### config.mk
export PLATFORM = sky130hd
export DESIGN_NAME = seq_div
export DESIGN_NICKNAME = d
export VERILOG_FILES = /design/src/rtl/seq_div.sv
export SDC_FILE = /design/constraint.sdc
export NUM_CORES = 1
export LEC_CHECK = 0
export BUFFER_PORTS_ARGS = -buffer_cell sky130_fd_sc_hd__buf_4
export CAP_MARGIN = 5
export CORE_UTILIZATION = 57
export DETAILED_ROUTE_END_ITERATION = 12
export HOLD_SLACK_MARGIN = 0.02
export PLACE_DENSITY = 0.89
export SLEW_MARGIN = 20
export SYNTH_ARGS = -nofsm -noshare
export SYNTH_HDL_FRONTEND = slang
export SYNTH_SLANG_ARGS = --single-unit
### constraint.sdc
create_clock -name clk -period 4.15 [get_ports clk]
set_input_delay 0.6225 -clock clk [delete_from_list [all_inputs] [get_ports clk]]
set_output_delay 0.6225 -clock clk [all_outputs]
set_load 0.05 [all_outputs]
### src/rtl/seq_div.sv
// Sequential restoring divider: one quotient bit per cycle, MSB first.
// Optional two's-complement mode is enabled by defining SEQ_DIV_SIGNED_EN.
module seq_div #(
  parameter int unsigned WIDTH = 32
) (
  input  logic             clk,
  input  logic             rst_n,
  input  logic             start,
  input  logic [WIDTH-1:0] dividend,
  input  logic [WIDTH-1:0] divisor,
  output logic             busy,
  output logic             done,
  output logic [WIDTH-1:0] quotient,
  output logic [WIDTH-1:0] remainder,
  output logic             div_by_zero
);

  localparam int unsigned CntW = $clog2(WIDTH);

  typedef enum logic [1:0] {StIdle, StRun, StFin} state_e;

  state_e            state_q, state_d;
  logic [CntW-1:0]   cnt_q, cnt_d;
  logic [WIDTH-1:0]  rem_q, rem_d;
  logic [WIDTH-1:0]  acc_q, acc_d;   // dividend shifts out MSB-first, quotient shifts in
  logic [WIDTH-1:0]  dvs_q, dvs_d;
  logic              dz_q, dz_d;
  logic [WIDTH-1:0]  quo_q, quo_d;
  logic [WIDTH-1:0]  rmd_q, rmd_d;
  logic              dzo_q, dzo_d;
  logic              done_q, done_d;

  logic [WIDTH-1:0]  dvd_mag, dvs_mag, res_quo, res_rem;
  logic [WIDTH:0]    shifted, sub;
  logic              ge;

  assign shifted = {rem_q, acc_q[WIDTH-1]};
  assign sub     = shifted - {1'b0, dvs_q};
  // Partial remainder stays below the divisor, so bit WIDTH of the difference is the borrow.
  assign ge      = ~sub[WIDTH];

`ifdef SEQ_DIV_SIGNED_EN
  logic qneg_q, qneg_d, rneg_q, rneg_d;

  assign dvd_mag = dividend[WIDTH-1] ? -dividend : dividend;
  assign dvs_mag = divisor[WIDTH-1]  ? -divisor  : divisor;
  assign res_quo = dz_q ? '1 : (qneg_q ? -acc_q : acc_q);
  // On divide by zero acc_q still holds |dividend|; re-applying the sign restores it.
  assign res_rem = dz_q ? (rneg_q ? -acc_q : acc_q) : (rneg_q ? -rem_q : rem_q);
`else
  assign dvd_mag = dividend;
  assign dvs_mag = divisor;
  assign res_quo = dz_q ? '1 : acc_q;
  assign res_rem = dz_q ? acc_q : rem_q;
`endif

  always_comb begin
    state_d = state_q;
    cnt_d   = cnt_q;
    rem_d   = rem_q;
    acc_d   = acc_q;
    dvs_d   = dvs_q;
    dz_d    = dz_q;
    quo_d   = quo_q;
    rmd_d   = rmd_q;
    dzo_d   = dzo_q;
    done_d  = 1'b0;
`ifdef SEQ_DIV_SIGNED_EN
    qneg_d  = qneg_q;
    rneg_d  = rneg_q;
`endif
    unique case (state_q)
      StIdle: begin
        if (start) begin
          acc_d   = dvd_mag;
          dvs_d   = dvs_mag;
          rem_d   = '0;
          cnt_d   = '0;
          dz_d    = (divisor == '0);
          state_d = (divisor == '0) ? StFin : StRun;
`ifdef SEQ_DIV_SIGNED_EN
          qneg_d  = dividend[WIDTH-1] ^ divisor[WIDTH-1];
          rneg_d  = dividend[WIDTH-1];
`endif
        end
      end
      StRun: begin
        rem_d = ge ? sub[WIDTH-1:0] : shifted[WIDTH-1:0];
        acc_d = {acc_q[WIDTH-2:0], ge};
        if (cnt_q == CntW'(WIDTH - 1)) begin
          cnt_d   = '0;
          state_d = StFin;
        end else begin
          cnt_d = cnt_q + 1'b1;
        end
      end
      StFin: begin
        quo_d   = res_quo;
        rmd_d   = res_rem;
        dzo_d   = dz_q;
        done_d  = 1'b1;
        state_d = StIdle;
      end
      default: state_d = StIdle;
    endcase
  end

  always_ff @(posedge clk or negedge rst_n) begin
    if (!rst_n) begin
      state_q <= StIdle;
      cnt_q   <= '0;
      rem_q   <= '0;
      acc_q   <= '0;
      dvs_q   <= '0;
      dz_q    <= 1'b0;
      quo_q   <= '0;
      rmd_q   <= '0;
      dzo_q   <= 1'b0;
      done_q  <= 1'b0;
`ifdef SEQ_DIV_SIGNED_EN
      qneg_q  <= 1'b0;
      rneg_q  <= 1'b0;
`endif
    end else begin
      state_q <= state_d;
      cnt_q   <= cnt_d;
      rem_q   <= rem_d;
      acc_q   <= acc_d;
      dvs_q   <= dvs_d;
      dz_q    <= dz_d;
      quo_q   <= quo_d;
      rmd_q   <= rmd_d;
      dzo_q   <= dzo_d;
      done_q  <= done_d;
`ifdef SEQ_DIV_SIGNED_EN
      qneg_q  <= qneg_d;
      rneg_q  <= rneg_d;
`endif
    end
  end

  assign busy        = (state_q != StIdle);
  assign done        = done_q;
  assign quotient    = quo_q;
  assign remainder   = rmd_q;
  assign div_by_zero = dzo_q;

endmodule

Yosys cells after proc, flatten, opt, wreduce, memory -nomap -nowiden
Cells that the tools add are included.
Cells by class
  reduce and logical (&&, ||, !) cells: 7
  bitwise logic cells: 1
  mux-type cells: 15
  equality and inequality tests: 5
  add/subtract/negate cells: 2
Operator list (number)
  32-bit 2-to-1 mux: 5
  32-bit one-hot mux with 2 select lines: 2
  33-bit by 32-bit subtractor with 33-bit output: 1
  32-bit zero test: 1
  5-bit 2-to-1 mux: 2
  5-bit one-hot mux with 2 select lines: 1
  2-bit 2-to-1 mux: 3
  2-bit AND reduction: 3
  5-bit by 1-bit adder with 5-bit output, second input constant: 1
  5-bit == test, second input constant: 1
  2-bit != test, second input constant: 2
  2-bit one-hot mux with 2 select lines: 1
  2-bit nonzero test: 2
  2-bit by 1-bit == test with 1-bit output, second input constant: 1
  2-bit == test, second input constant: 1
  2-bit zero test: 1
  1-bit 2-to-1 mux: 1
  1-bit NOT: 1
Word-level totals
  input bits: 67
  word-level logic and storage cells: 40
  output and inout port bits: 67
  register bits: 170

Depth between registers and ports, before layout
  depth after elaboration: 4
  gate-level depth with buffers: 14
  mapped depth without buffers: 13

Worst setup path after synthesis
No wires, ideal clock.
  path type: reg-to-reg
  start point: reg acc_q[31]
  end point: reg rem_q[13]
  slack: 1.177 ns
  setup time: 0.135 ns
  required time: 4.015 ns
  path buffers: 1
  period minus slack after synthesis: 2.973 ns
  stages on the path, launching flop included: 15
  data arrival time: 2.838 ns
  cells stage by stage: dfrtp_1 inv_1 ha_1 inv_1 fa_1 a211oi_1 o211ai_1 a21oi_1 a21o_1 nor4b_4 a211oi_4 xnor2_2 buf_6 mux2i_1 o21ai_0
On the way
  cells in the longest elaborated chain, start to end: 3
Ends and longest elaborated chain
  from (decl): line 25  | logic [WIDTH-1:0] acc_q, acc_d;
  from (signal assigned): line 113  | acc_q <= '0;
  from (signal assigned): line 128  | acc_q <= acc_d;
  33-bit by 32-bit subtractor with 33-bit output: line 38  | assign sub = shifted - {1'b0, dvs_q};
  32-bit 2-to-1 mux: line 88  | rem_d = ge ? sub[WIDTH-1:0] : shifted[WIDTH-1:0];
  32-bit one-hot mux with 2 select lines: line 72  | unique case (state_q)
  to (signal assigned): line 127  | rem_q <= rem_d;
  to (decl): line 24  | logic [WIDTH-1:0] rem_q, rem_d;
No other way between the ends.
A chain may end at the register's enable or synchronous reset.

Final worst setup path
  start point: reg acc_q[31]
  end point: reg rem_q[0]
On the way
  cells in the longest elaborated chain, start to end: 3
Ends and longest elaborated chain (line)
  33-bit by 32-bit subtractor with 33-bit output: 38
  32-bit 2-to-1 mux (*): 88
  32-bit one-hot mux with 2 select lines (*): 72
Every way passes the cells marked *; elsewhere a longest branch is shown, timed or not.

==> run metrics <==
status=finished, final reports clean; largest net degree at the start of global routing=131; top-count cell post-synth=dfrtp_1; Synth area leaders=dfrtp_1 (46%), o21ai_0 (8.7%), mux2i_1 (5.9%); internal power=5.676 mW; dpl cell area=10410 um2; DR vias=8038; Util after Layout=69.69%; Avg WL per Cell=17.57 um; Mapped Area=9301 um2; Psw=5.227 mW; IR drop worst, VDD=0.0004475 V; cell count after synthesis=1026; drt drc=0; CP endpoint kind=flip-flop; number of port buffers=133; ratio of cells with drive above 1 in the final layout=17.05%; Seq pwr share=27.7%; crit path DAT=4070 ps; vias in the first global route=7386; Max stage delay cell, worst path=xor2_2; core area=15890 um2; crit-path cells=inv_1 -> ha_1 -> inv_1 -> fa_1 -> a211oi_1 -> o211ai_1 -> a21oi_1 -> a21o_1 -> nor4b_4 -> a211oi_4 -> xor2_2 -> mux2i_1 -> a22o_1; standard-cell row count=46; Longest Clk Path Bufs=2; total negative slack=0 ps; Post-Route WL=23.68 mm; Worst-path clk slew=60 ps; hold_buf cts=0; Logic pwr share=56.6%; Hold Crit Class=input pin to async pin; grt ovf=0; Mapped Avg Cell Area=9.066 um2; global-route wire length before repair=37.54 mm; initial antenna violation count=0; post-cts resize count=0; Worst Path Class, Setup=flip-flop to flip-flop; Yosys top cell by area=dfrtp_1; Slew Viols, Final=0; Worst slew margin=36.21%; Vias per Instance=5.963; worst path required time=4470 ps; yosys warns=0; gr usage total=28.99%; Ant. Diodes=0; area grow syn2layout=19.02%; Root Driver=clkbuf_16; Critical Path Most Common Cell=inv_1; Synth top cells by count=dfrtp_1 (170), o21ai_0 (161), nand2_1 (142), a21oi_1 (67), mux2i_1 (55); CTS buffer count=17; Final Wtd Congestion=0.9034; fin crit share=90.38%; Startpoint Class=flip-flop; Die W=129.7 um; shortest period the worst path allows=3751 ps; fmax=0.2666 GHz; Initial DRC Count=906; post-synth cell types=59; H-tree depth=4; # setup viols final=0; worst-path fanout max=17; fin nets=1221; First-pass DRT Iterations=5; maxcap violations=0; Design Area, Final=11070 um2; Async SR Flop Fraction=100.0%; fillers=1213; Net Sw Frac=47.94%; CTS tree=built; CP max stage delay=660 ps; Starting Density=58.55%; Skew-Pair Late Insertion Delay=440 ps; antenna-violating nets left=0; final hold violations=0; EDFF count, synth=0; Leak=5.053 nW; post-synth top area share=45.74%; syn_nets=1128; Seq/Total Area, Yosys=45.74%; die area=16830 um2; Final HPWL DP=16.53 mm; Post-CTS Setup Bufs=0; Top FF cell, synth=dfrtp_1; power share of the clock group=15.7%; I/O Pins=134; die span in y=129.7 um; Seq cells post-synth=170; RSZ-0062 raised after global routing=no; pwr dens=984.9 nW/um2; Sink Count=170; Worst Max-Slew Pin Slew=956.8 ps; skew final=8.262 ps
-- flip-flops by register name (all words and copies together), names as in the netlist --
register,cells
quotient,32
done,1
acc_q,32
div_by_zero,1
dz_q,1
cnt_q,5
state_q,2
dvs_q,32
remainder,32
rem_q,32
-- critical path, delay by kind of cell, from the launching register on --
kind            cells  cell delay, ps
buf+inv             2             160
xor+xnor            1             660
compound gates      6            1540
fa+ha+maj           2             590
mux                 1             180
simple gates        1              80
flops               1             410
-- cells by family after synthesis --
family | count (synthesis) | synth area share, %
AOI/OAI and AO/OA | 336 | 21.23
xor gates and xnor gates | 31 | 3.080
adders and majority gates | 35 | 4.789
buffers and inverters | 110 | 4.722
DFF | 170 | 45.74
muxes | 58 | 6.282
and+or+nand+nor | 286 | 14.16
-- through the flow --
stage	instances	setup slack (ps)	hold slack [ps]	power, mW
2_1_floorplan	1026	1177	326.9	7.501
3_3_place_gp	1315	702.3	463.3	8.843
3_5_place_dp	1315	533.5	472.7	9.045
4_1_cts	1347	448.6	246.6	10.84
5_1_grt	1348	119.1	289.9	11.62
6_report	1348	399.1	220.5	10.90
-- placed cells by master, fill, tap and decap left out, types with 5 or more instances in the layout --
master / n
clkbuf_16: 17
nand2b_1: 6
a21oi_1: 67
a22oi_1: 31
nand4_1: 7
a21o_1: 11
nand3_1: 14
nor4_1: 9
o21bai_1: 5
xnor2_1: 19
o211ai_1: 7
dfrtp_1: 169
a32oi_1: 11
buf_4: 140
nor2b_1: 35
nor3_1: 6
o31ai_1: 6
ha_1: 34
nand2_1: 142
o21ai_1: 10
mux2i_1: 55
xor2_1: 10
inv_1: 41
o21ai_0: 161
nor2_1: 47
-- final cells by class --
type | count | area, um2 | area share (%)
multi-input cells | 746 | 4644 | 41.95
clock buffers | 18 | 429.2 | 3.877
repair buffers | 143 | 1110 | 10.02
well taps | 216 | 270.3 | 2.441
flip-flops and latches | 170 | 4255 | 38.44
inverters | 41 | 153.9 | 1.390
clock inverters | 14 | 207.7 | 1.876
-- power groups by stage --
stage / Sequential, mW / Clock (mW) / Combinational [mW]
final: 3.01 / 1.71 / 6.17
after detailed placement: 3.01 / 0 / 6.04
after CTS: 2.99 / 1.73 / 6.12
after global placement: 2.97 / 0 / 5.87
after global routing: 3.08 / 1.79 / 6.75
after floorplan: 3.72 / 0 / 3.79
-- final timing paths --
check                                 start      endpoint  slack (ps)  cells after the start
worst max-delay path              acc_q[31]      rem_q[0]         400                     13
worst min-delay path                  rst_n      dvs_q[8]         220                      1
worst max register to register    acc_q[31]      rem_q[0]         400                     13
worst min register to register  quotient[8]   quotient[8]         480                      2
max in group asynchronous             rst_n  quotient[11]        3000                      2
min in group clk                 divisor[6]      dvs_q[6]         400                      3
-- per-layer routing --
layer | routed length [um] | track usage, %
met1 | 10270 | 40.07
met2 | 11070 | 45.96
met3 | 1703 | 4.551
met4 | 636 | 11.76
met5 | 0 | 0
Note: power is estimated with default switching activity, not from simulation.
